`src/rtl/framebuffer_writer.sv`:
```
// Framebuffer writer: buffers shaded pixels in a small FIFO and writes them to
// memory in raster order, flagging frame completion and dropped pixels.
module framebuffer_writer #(
    parameter int H_RES      = 320,
    parameter int V_RES      = 240,
    parameter int RGB_WIDTH  = 8,
    parameter int FIFO_DEPTH = 4,
    parameter int ADDR_WIDTH = 17
) (
    input  logic                     clk,
    input  logic                     reset,
    input  logic                     frame_start,
    input  logic [3*RGB_WIDTH-1:0]   color_in,
    input  logic                     color_valid_in,
    output logic                     color_ready_out,
    output logic [ADDR_WIDTH-1:0]    fb_addr_out,
    output logic [3*RGB_WIDTH-1:0]   fb_data_out,
    output logic                     fb_we_out,
    input  logic                     fb_ack_in,
    output logic                     busy_out,
    output logic                     frame_done_out,
    output logic                     overflow_out
);

    localparam int PIX_W = 3 * RGB_WIDTH;
    localparam int PTR_W = $clog2(FIFO_DEPTH);
    localparam int CNT_W = ADDR_WIDTH + 1;
    localparam logic [CNT_W-1:0] LAST_PIXEL = CNT_W'(H_RES * V_RES - 1);
    localparam logic [PTR_W:0]   FIFO_FULL  = (PTR_W + 1)'(FIFO_DEPTH);
    localparam logic [PTR_W:0]   FIFO_ONE   = (PTR_W + 1)'(1);

    typedef enum logic [1:0] {IDLE, ACTIVE, DRAIN, DONE} state_t;

    state_t               state;
    state_t               state_next;
    logic [PIX_W-1:0]     fifo_mem [FIFO_DEPTH];
    logic [PTR_W-1:0]     wr_ptr;
    logic [PTR_W-1:0]     rd_ptr;
    logic [PTR_W:0]       fifo_count;
    logic [CNT_W-1:0]     in_count;
    logic [ADDR_WIDTH-1:0] addr;
    logic                 overflow;

    logic fifo_full;
    logic fifo_empty;
    logic accepting;
    logic writing;
    logic ready;
    logic push;
    logic pop;
    logic drop;
    logic we;

    assign fifo_full  = (fifo_count == FIFO_FULL);
    assign fifo_empty = (fifo_count == '0);
    assign accepting  = (state == ACTIVE);
    assign writing    = (state == ACTIVE) || (state == DRAIN);
    assign ready      = accepting && !fifo_full;
    assign push       = color_valid_in && ready;
    assign drop       = accepting && color_valid_in && fifo_full;
    assign we         = writing && !fifo_empty;
    assign pop        = we && fb_ack_in;

    always_comb begin
        state_next = state;
        case (state)
            IDLE:   if (frame_start) state_next = ACTIVE;
            ACTIVE: if (push && (in_count == LAST_PIXEL)) state_next = DRAIN;
            // Leave as soon as the FIFO is, or is about to become, empty.
            DRAIN:  if (fifo_empty || (pop && (fifo_count == FIFO_ONE))) state_next = DONE;
            DONE:   state_next = IDLE;
            default: state_next = IDLE;
        endcase
    end

    always_ff @(posedge clk) begin
        if (reset) state <= IDLE;
        else       state <= state_next;
    end

    // Storage array carries no reset; the read port is gated while empty.
    always_ff @(posedge clk) begin
        if (push) fifo_mem[wr_ptr] <= color_in;
    end

    always_ff @(posedge clk) begin
        if (reset) begin
            wr_ptr     <= '0;
            rd_ptr     <= '0;
            fifo_count <= '0;
        end else begin
            if (push) wr_ptr <= wr_ptr + 1'b1;
            if (pop)  rd_ptr <= rd_ptr + 1'b1;
            case ({push, pop})
                2'b10:   fifo_count <= fifo_count + 1'b1;
                2'b01:   fifo_count <= fifo_count - 1'b1;
                default: fifo_count <= fifo_count;
            endcase
        end
    end

    always_ff @(posedge clk) begin
        if (reset) begin
            in_count <= '0;
            addr     <= '0;
            overflow <= 1'b0;
        end else if ((state == IDLE) && frame_start) begin
            in_count <= '0;
            addr     <= '0;
            overflow <= 1'b0;
        end else begin
            if (push) in_count <= in_count + 1'b1;
            if (pop)  addr     <= addr + 1'b1;
            if (drop) overflow <= 1'b1;
        end
    end

    assign color_ready_out = ready;
    assign fb_we_out       = we;
    assign fb_addr_out     = addr;
    assign fb_data_out     = we ? fifo_mem[rd_ptr] : '0;
    assign busy_out        = writing;
    assign frame_done_out  = (state == DONE);
    assign overflow_out    = overflow;

endmodule

```
`config.mk`:
```
export PLATFORM = sky130hd
export DESIGN_NAME = framebuffer_writer
export DESIGN_NICKNAME = d
export VERILOG_FILES = /design/src/rtl/framebuffer_writer.sv
export SDC_FILE = /design/constraint.sdc
export NUM_CORES = 1
export LEC_CHECK = 0
export BUFFER_PORTS_ARGS = -buffer_cell sky130_fd_sc_hd__buf_2
export CAP_MARGIN = 10
export CORE_MARGIN = 1.5
export CORE_UTILIZATION = 30
export DETAILED_ROUTE_END_ITERATION = 6
export GPL_ROUTABILITY_DRIVEN = 0
export GPL_TIMING_DRIVEN = 1
export HOLD_SLACK_MARGIN = 0.03
export PLACE_DENSITY = 0.54
export SYNTH_ARGS = -nofsm -noshare
export SYNTH_HDL_FRONTEND = slang
export SYNTH_SLANG_ARGS = --single-unit
```
`constraint.sdc`:
```
create_clock -name clk -period 2.7 [get_ports clk]
set_clock_uncertainty 0.15 [all_clocks]
set_input_delay 0.54 -clock clk [delete_from_list [all_inputs] [get_ports clk]]
set_output_delay 0.54 -clock clk [all_outputs]
set_load 0.05 [all_outputs]
```
==> flow_summary.json, run 1 <==
{
  "status": "completed",
  "area_growth_pct": 23.85,
  "path_max_fanout": 12,
  "synthDistinctLibCells": 40,
  "post_cts_buffers": 0,
  "n_antenna_cell": 0,
  "internal_power_w": 0.004394,
  "critPathArrivalTime_ns": 1.91,
  "wl_per_cell_um": 15.64,
  "layout.nets": 548,
  "cts_tree": "yes",
  "use_met2_pct": 21.56,
  "hpwlAfterDp_mm": 7.821,
  "die_height_um": 143.3,
  "yosys_warnings": 0,
  "p_leak_nw": 2.681,
  "layout_worst_path_cycle_share_pct": 96.32,
  "numCtsBuffers": 17,
  "power.switching_w": 0.002196,
  "antenna_found_initial": 2,
  "synth_ff_type": "edfxtp_1",
  "p_sw_share_pct": 33.32,
  "synth-async-reset-ratio_pct": 0,
  "cts.clk_slew.worst_paths_ns": 0.06,
  "start_kind": "flop",
  "top_usage_layer": "met2",
  "final.fill_count": 1894,
  "synth_fp_nets": 458,
  "p_seq_share_pct": 38.6,
  "comb_power_share_pct": 27.7,
  "drc": 0,
  "drt_iter0_drc": 143,
  "cellPowerDensity_mw_per_mm2": 900.7,
  "avgSynthCellArea_sq_um": 14.31,
  "overflow": 0,
  "first_pass_iters": 4,
  "coreArea_sq_mm": 0.01940,
  "final_antenna_net_count": 0,
  "cp-end-kind": "output pin",
  "crit_type": "flop to output pin",
  "fin_tns_setup_ns": 0,
  "io_pins": 75,
  "final_area_sq_mm": 0.007317,
  "grt_use_total_pct": 12.68,
  "synthCells": 413,
  "syn_area_sq_mm": 0.005908,
  "grt_pass1_vias": 3695,
  "worst_skew_pair.late_latency_ns": 0.41,
  "vias": 3567,
  "hold_path_class": "input pin to flop",
  "cts_hold_buffers": 0,
  "final_hold_viol_count": 0,
  "cts-root-buf": "clkbuf_16",
  "fp.dieW_um": 143.3,
  "dpl_cell_area_sq_mm": 0.006651,
  "cts_sinks": 143,
  "use_met1_pct": 14.92,
  "rsz0062_at_grt": "no",
  "max_freq_ghz": 0.3845,
  "grt_pass1_wl_mm": 19.37,
  "portBuffers": 74,
  "worstMarginPinSlew_ns": 0.4919,
  "slew_headroom_pct": 67.14,
  "setup_viol": 0,
  "drt-vias-per-instance": 4.567,
  "drv_cap": 0,
  "period_minus_slack_ns": 2.601,
  "grt_start_max_net_pins": 27,
  "wirelength_mm": 12.22,
  "drive_above_1_share_pct": 29.46,
  "dieArea_sq_mm": 0.02054,
  "yosys_register_bits": 143,
  "global_route.usage.met3_pct": 4.865,
  "start_util_pct": 30.46,
  "htreeDepth": 4,
  "drv_slew": 0,
  "ys_seq_area_share_pct": 64.72,
  "ir_worst_vdd_v": 0.0004629,
  "power_w": 0.006591,
  "synth-edff-count": 96,
  "fp-row-count": 51,
  "pwr-share-clk_pct": 33.6,
  "required_ns": 2.01,
  "clk_path_buf_depth": 2
}
-- critical path, stage by stage, from the launching register on --
cell and delay [ns]:
dfxtp_2 0.39, buf_12 0.18, mux4_2 0.54, and3_1 0.20, buf_4 0.18
-- cells in the final DEF, fill, tap and decap left out, drive strengths merged --
cell type and count:
o211ai 1, nor4bb 1, buf 87, a211oi 1
ha 16, a31oi 2, xnor2 17, nand2 24
nand3 13, and2 3, nor3 5, or4 1
dfxtp 47, xor2 18, nor2b 1, nand2b 1
o31a 1, nor4 7, o21ai 8, clkinvlp 3
inv 18, nor4b 1, clkinv 5, and3 33
mux2i 1, and4 4, nor2 39, or3 4
clkbuf 19, edfxtp 96, nand4 6, o41ai 1
bufinv 1, a21oi 7, mux4 24
-- repair_timing --
item / 4_1_cts / 5_1_grt
pin swaps: 0 / 0
resized for setup: 26 / 3
setup endpoints to repair: 25 / 25
gates cloned: 0 / 1
-- state kept, by name, summed over array words and instances, names as in the netlist, named ones only --
name / count
overflow_out: 1
fifo_mem: 96
fifo_count: 3
rd_ptr: 2
in_count: 18
wr_ptr: 2
state: 2
fb_addr_out: 17
-- cell families (layout without fill, tap and decap cells) --
logic type | after synthesis | count (layout) | share of synthesized area, %
xor gates and xnor gates | 35 | 35 | 5.188
and+or+nand+nor | 143 | 143 | 13.30
muxes | 25 | 25 | 9.318
DFF | 143 | 143 | 64.72
adders and majority gates | 16 | 16 | 3.388
buffers and inverters | 30 | 133 | 2.054
AOI/OAI and AO/OA | 21 | 21 | 2.033
-- per-layer routing --
| metal | part of all wire, % | wire length [um] |
|---|---|---|
| met5 | 0.16 | 19 |
| met4 | 0.59 | 72 |
| met3 | 5.6 | 679 |
| met2 | 49 | 5980 |
| met1 | 45 | 5465 |
-- metrics by stage --
stage	hold WS [ns]	setup WS (ns)	util [%]	instances
after floorplan	0.2988	0.04587	-	413
final	0.1902	0.09931	37.72	781
after global routing	0.1696	0.0004052	37.72	781
after CTS	0.1689	0.01080	37.54	780
after global placement	0.3253	0.3445	34.29	748
after detailed placement	0.3274	0.2819	34.29	748
-- Yosys cell counts, types with 2 or more instances --
| cell type | instances | area, sq um |
|---|---|---|
| edfxtp_1 | 96 | 2883 |
| dfxtp_1 | 47 | 940.9 |
| nor2_1 | 39 | 146.4 |
| and3_1 | 33 | 206.5 |
| mux4_2 | 24 | 540.5 |
| nand2_1 | 22 | 82.58 |
| xor2_1 | 18 | 157.7 |
| xnor2_1 | 17 | 148.9 |
| ha_1 | 16 | 200.2 |
| inv_1 | 13 | 48.80 |
| nand3_1 | 12 | 60.06 |
| clkbuf_1 | 11 | 41.29 |
| a21oi_1 | 7 | 35.03 |
| o21ai_0 | 7 | 35.03 |
| nand4_1 | 6 | 37.54 |
| nor3_1 | 5 | 25.02 |
| nor4_1 | 5 | 31.28 |
| buf_2 | 4 | 20.02 |
| or3_1 | 4 | 25.02 |
| and2_1 | 3 | 18.77 |
| a31oi_1 | 2 | 12.51 |
| and4_1 | 2 | 17.52 |
| and4_4 | 2 | 22.52 |
| nand2_4 | 2 | 22.52 |
-- power by group through the flow --
| stage | clock network, W | registers, W | logic, W |
|---|---|---|---|
| final | 0.00222 | 0.00255 | 0.00183 |
| after global routing | 0.00238 | 0.00256 | 0.00199 |
| after CTS | 0.00228 | 0.00254 | 0.00182 |
| after detailed placement | 0 | 0.00259 | 0.00173 |
| after global placement | 0 | 0.00258 | 0.00169 |
| after floorplan | 0 | 0.00258 | 0.00124 |
-- path summary, 6_finish.rpt --
check / depth (start not counted) / from / slack [ns] / end
min: 1 / color_in[14] / 0.19 / fifo_mem[0][14]$_DFFE_PP_
max reg2reg: 7 / fifo_count[0]$_SDFFE_PP0P_ / 0.34 / fifo_count[2]$_SDFFE_PP0P_
min reg2reg: 2 / in_count[1]$_SDFFE_PP0P_ / 0.33 / in_count[1]$_SDFFE_PP0P_
max: 4 / flop / 0.1 / fb_data_out[23]
-- area by class of cell --
| class | count | area, sq um | share of cell area [%] |
|---|---|---|---|
| Clock inverter | 14 | 133.9 | 1.830 |
| Sequential cell | 143 | 3825 | 52.27 |
| Inverter | 13 | 48.80 | 0.6669 |
| Clock buffer | 18 | 429.2 | 5.865 |
| Multi-Input combinational cell | 240 | 1968 | 26.90 |
| Timing Repair Buffer | 88 | 580.6 | 7.934 |
| Tap cell | 265 | 331.6 | 4.531 |
(Power assumes the default switching activity.)
==> inputs of run 2 (changes only) <==
==> constraint.sdc (replaced) <==
create_clock -name clk -period 3.3 [get_ports clk]
set_clock_uncertainty 0.15 [all_clocks]
set_input_delay 0.66 -clock clk [delete_from_list [all_inputs] [get_ports clk]]
set_output_delay 0.66 -clock clk [all_outputs]
set_load 0.05 [all_outputs]
==> flow_summary.json, run 2 (same netlist as run 1, synthesis figures left out) <==
{
  "coreArea_sq_mm": 0.01940,
  "cts_sinks": 143,
  "ir_worst_vdd_v": 0.0005549,
  "critPathArrivalTime_ns": 2.14,
  "largest_reg_flops": 96,
  "drt-vias-per-instance": 4.575,
  "overflow": 0,
  "clk_path_buf_depth": 2,
  "worst_skew_pair.late_latency_ns": 0.42,
  "layout_worst_path_cycle_share_pct": 89.44,
  "die_height_um": 143.3,
  "cp-end-kind": "output pin",
  "critPathTopFamily": "multiplexers",
  "status": "completed",
  "cp_cell_sequence": "buf_12 > mux4_2 > and3_1 > buf_2",
  "utilization_pct": 37.26,
  "power.switching_w": 0.001781,
  "final_common_cell": "edfxtp_1",
  "worstReg2RegStart": "state[1]$_SDFFE_PP0P_",
  "final_hold_viol_count": 0,
  "cts.clk_slew.worst_paths_ns": 0.06,
  "hold_path_class": "input pin to flop",
  "layout.nets": 543,
  "vias": 3555,
  "fp-row-count": 51,
  "max_stage_delay_ns": 0.55,
  "p_seq_share_pct": 38.6,
  "area_growth_pct": 22.34,
  "drt_iter0_drc": 194,
  "htreeDepth": 4,
  "final_cells": 777,
  "setup_viol": 0,
  "required_ns": 2.49,
  "grt_start_max_net_pins": 37,
  "largest_register": "fifo_mem",
  "slew_headroom_pct": 58.83,
  "portBuffers": 74,
  "crit_type": "flop to output pin",
  "start_util_pct": 30.46,
  "worstPathBufferInverterCount": 2,
  "fin_tns_setup_ns": 0,
  "grt_use_total_pct": 12.63,
  "pre_cts_ws_ns": 0.6602,
  "path_max_fanout": 18,
  "final.fill_count": 1911,
  "drive_above_1_share_pct": 28.57,
  "grt_pass1_vias": 3611,
  "drv_slew": 0,
  "final_cell_mix": "edfxtp_1, buf_2, dfxtp_1, nor2_1, and3_1",
  "grt_pass1_wl_mm": 19.22,
  "drc": 0,
  "first_pass_iters": 4,
  "dieArea_sq_mm": 0.02054,
  "slowest_stage": "mux4_2",
  "cts_hold_buffers": 0,
  "antenna_found_initial": 1,
  "setup_slack_ns": 0.3484,
  "cts_resized": 0,
  "drv_cap": 0,
  "max_freq_ghz": 0.3388,
  "numCtsBuffers": 17,
  "post_cts_buffers": 0,
  "period_minus_slack_ns": 2.952,
  "post-place-cells": 744,
  "p_leak_nw": 2.679,
  "comb_power_share_pct": 25.3,
  "fp.dieW_um": 143.3,
  "pwr-share-clk_pct": 36.1,
  "rsz0062_at_grt": "no",
  "hpwlAfterDp_mm": 7.696,
  "cellPowerDensity_mw_per_mm2": 749.4,
  "io_pins": 75,
  "cts_tree": "yes",
  "p_sw_share_pct": 32.89,
  "wirelength_mm": 12.25,
  "start_kind": "flop",
  "hp-start": "color_in[7]",
  "worstMarginPinSlew_ns": 0.6124,
  "final_antenna_net_count": 0,
  "cts-root-buf": "clkbuf_16",
  "internal_power_w": 0.003635,
  "wl_per_cell_um": 15.77
}
==> run 2: worst register-to-register path, cell delays in order (launching register included) <==
cell and delay, ns:
dfxtp_1 0.34, inv_1 0.12, ha_1 0.21, and2_1 0.33, and2_1 0.34, inv_1 0.15
ha_1 0.38, or3_1 0.36, a21oi_1 0.14
==> run 2: area by class of cell <==
class | count | area [sq um] | share of cell area [%]
inverters | 13 | 48.80 | 0.6751
diodes | 1 | 2.502 | 0.03462
clock buffers | 17 | 425.4 | 5.885
repair buffers | 83 | 450.4 | 6.232
well taps | 265 | 331.6 | 4.587
flip-flops and latches | 143 | 3825 | 52.92
clock inverters | 15 | 181.4 | 2.510
multi-input cells | 240 | 1963 | 27.16
==> run 2: routing by layer <==
metal / wire [um] / GRT usage, %
met5: 0 / 0
met4: 123 / 4.511
met3: 556 / 4.065
met2: 5856 / 20.52
met1: 5718 / 15.81
==> run 2: path summary, 6_finish.rpt <==
check	end	cells after the start	slack, ns
worst max register to register	fifo_count[2]$_SDFFE_PP0P_	8	0.71
worst max-delay path	fb_data_out[23]	4	0.35
worst min register to register	in_count[1]$_SDFFE_PP0P_	2	0.33
worst min-delay path	fifo_mem[2][7]$_DFFE_PP_	1	0.31
==> run 2: power groups by stage <==
| stage | registers, W | clock network [W] | logic, W |
|---|---|---|---|
| floorplan | 0.00211 | 0 | 0.00101 |
| global route | 0.00210 | 0.00209 | 0.00148 |
| finish | 0.00209 | 0.00196 | 0.00137 |
| CTS | 0.00209 | 0.00201 | 0.00140 |
| global placement | 0.00212 | 0 | 0.00138 |
| detailed placement | 0.00213 | 0 | 0.00139 |
==> run 2: through the flow <==
step           area (sq um)  power (W)  hold WS [ns]
6_report               7228   0.005417        0.3059
5_1_grt                7226   0.005677        0.2899
4_1_cts                7226   0.005503        0.2808
3_5_place_dp           6619   0.003525        0.3185
3_3_place_gp           6619   0.003500        0.3118
2_1_floorplan          5908   0.003120        0.2988
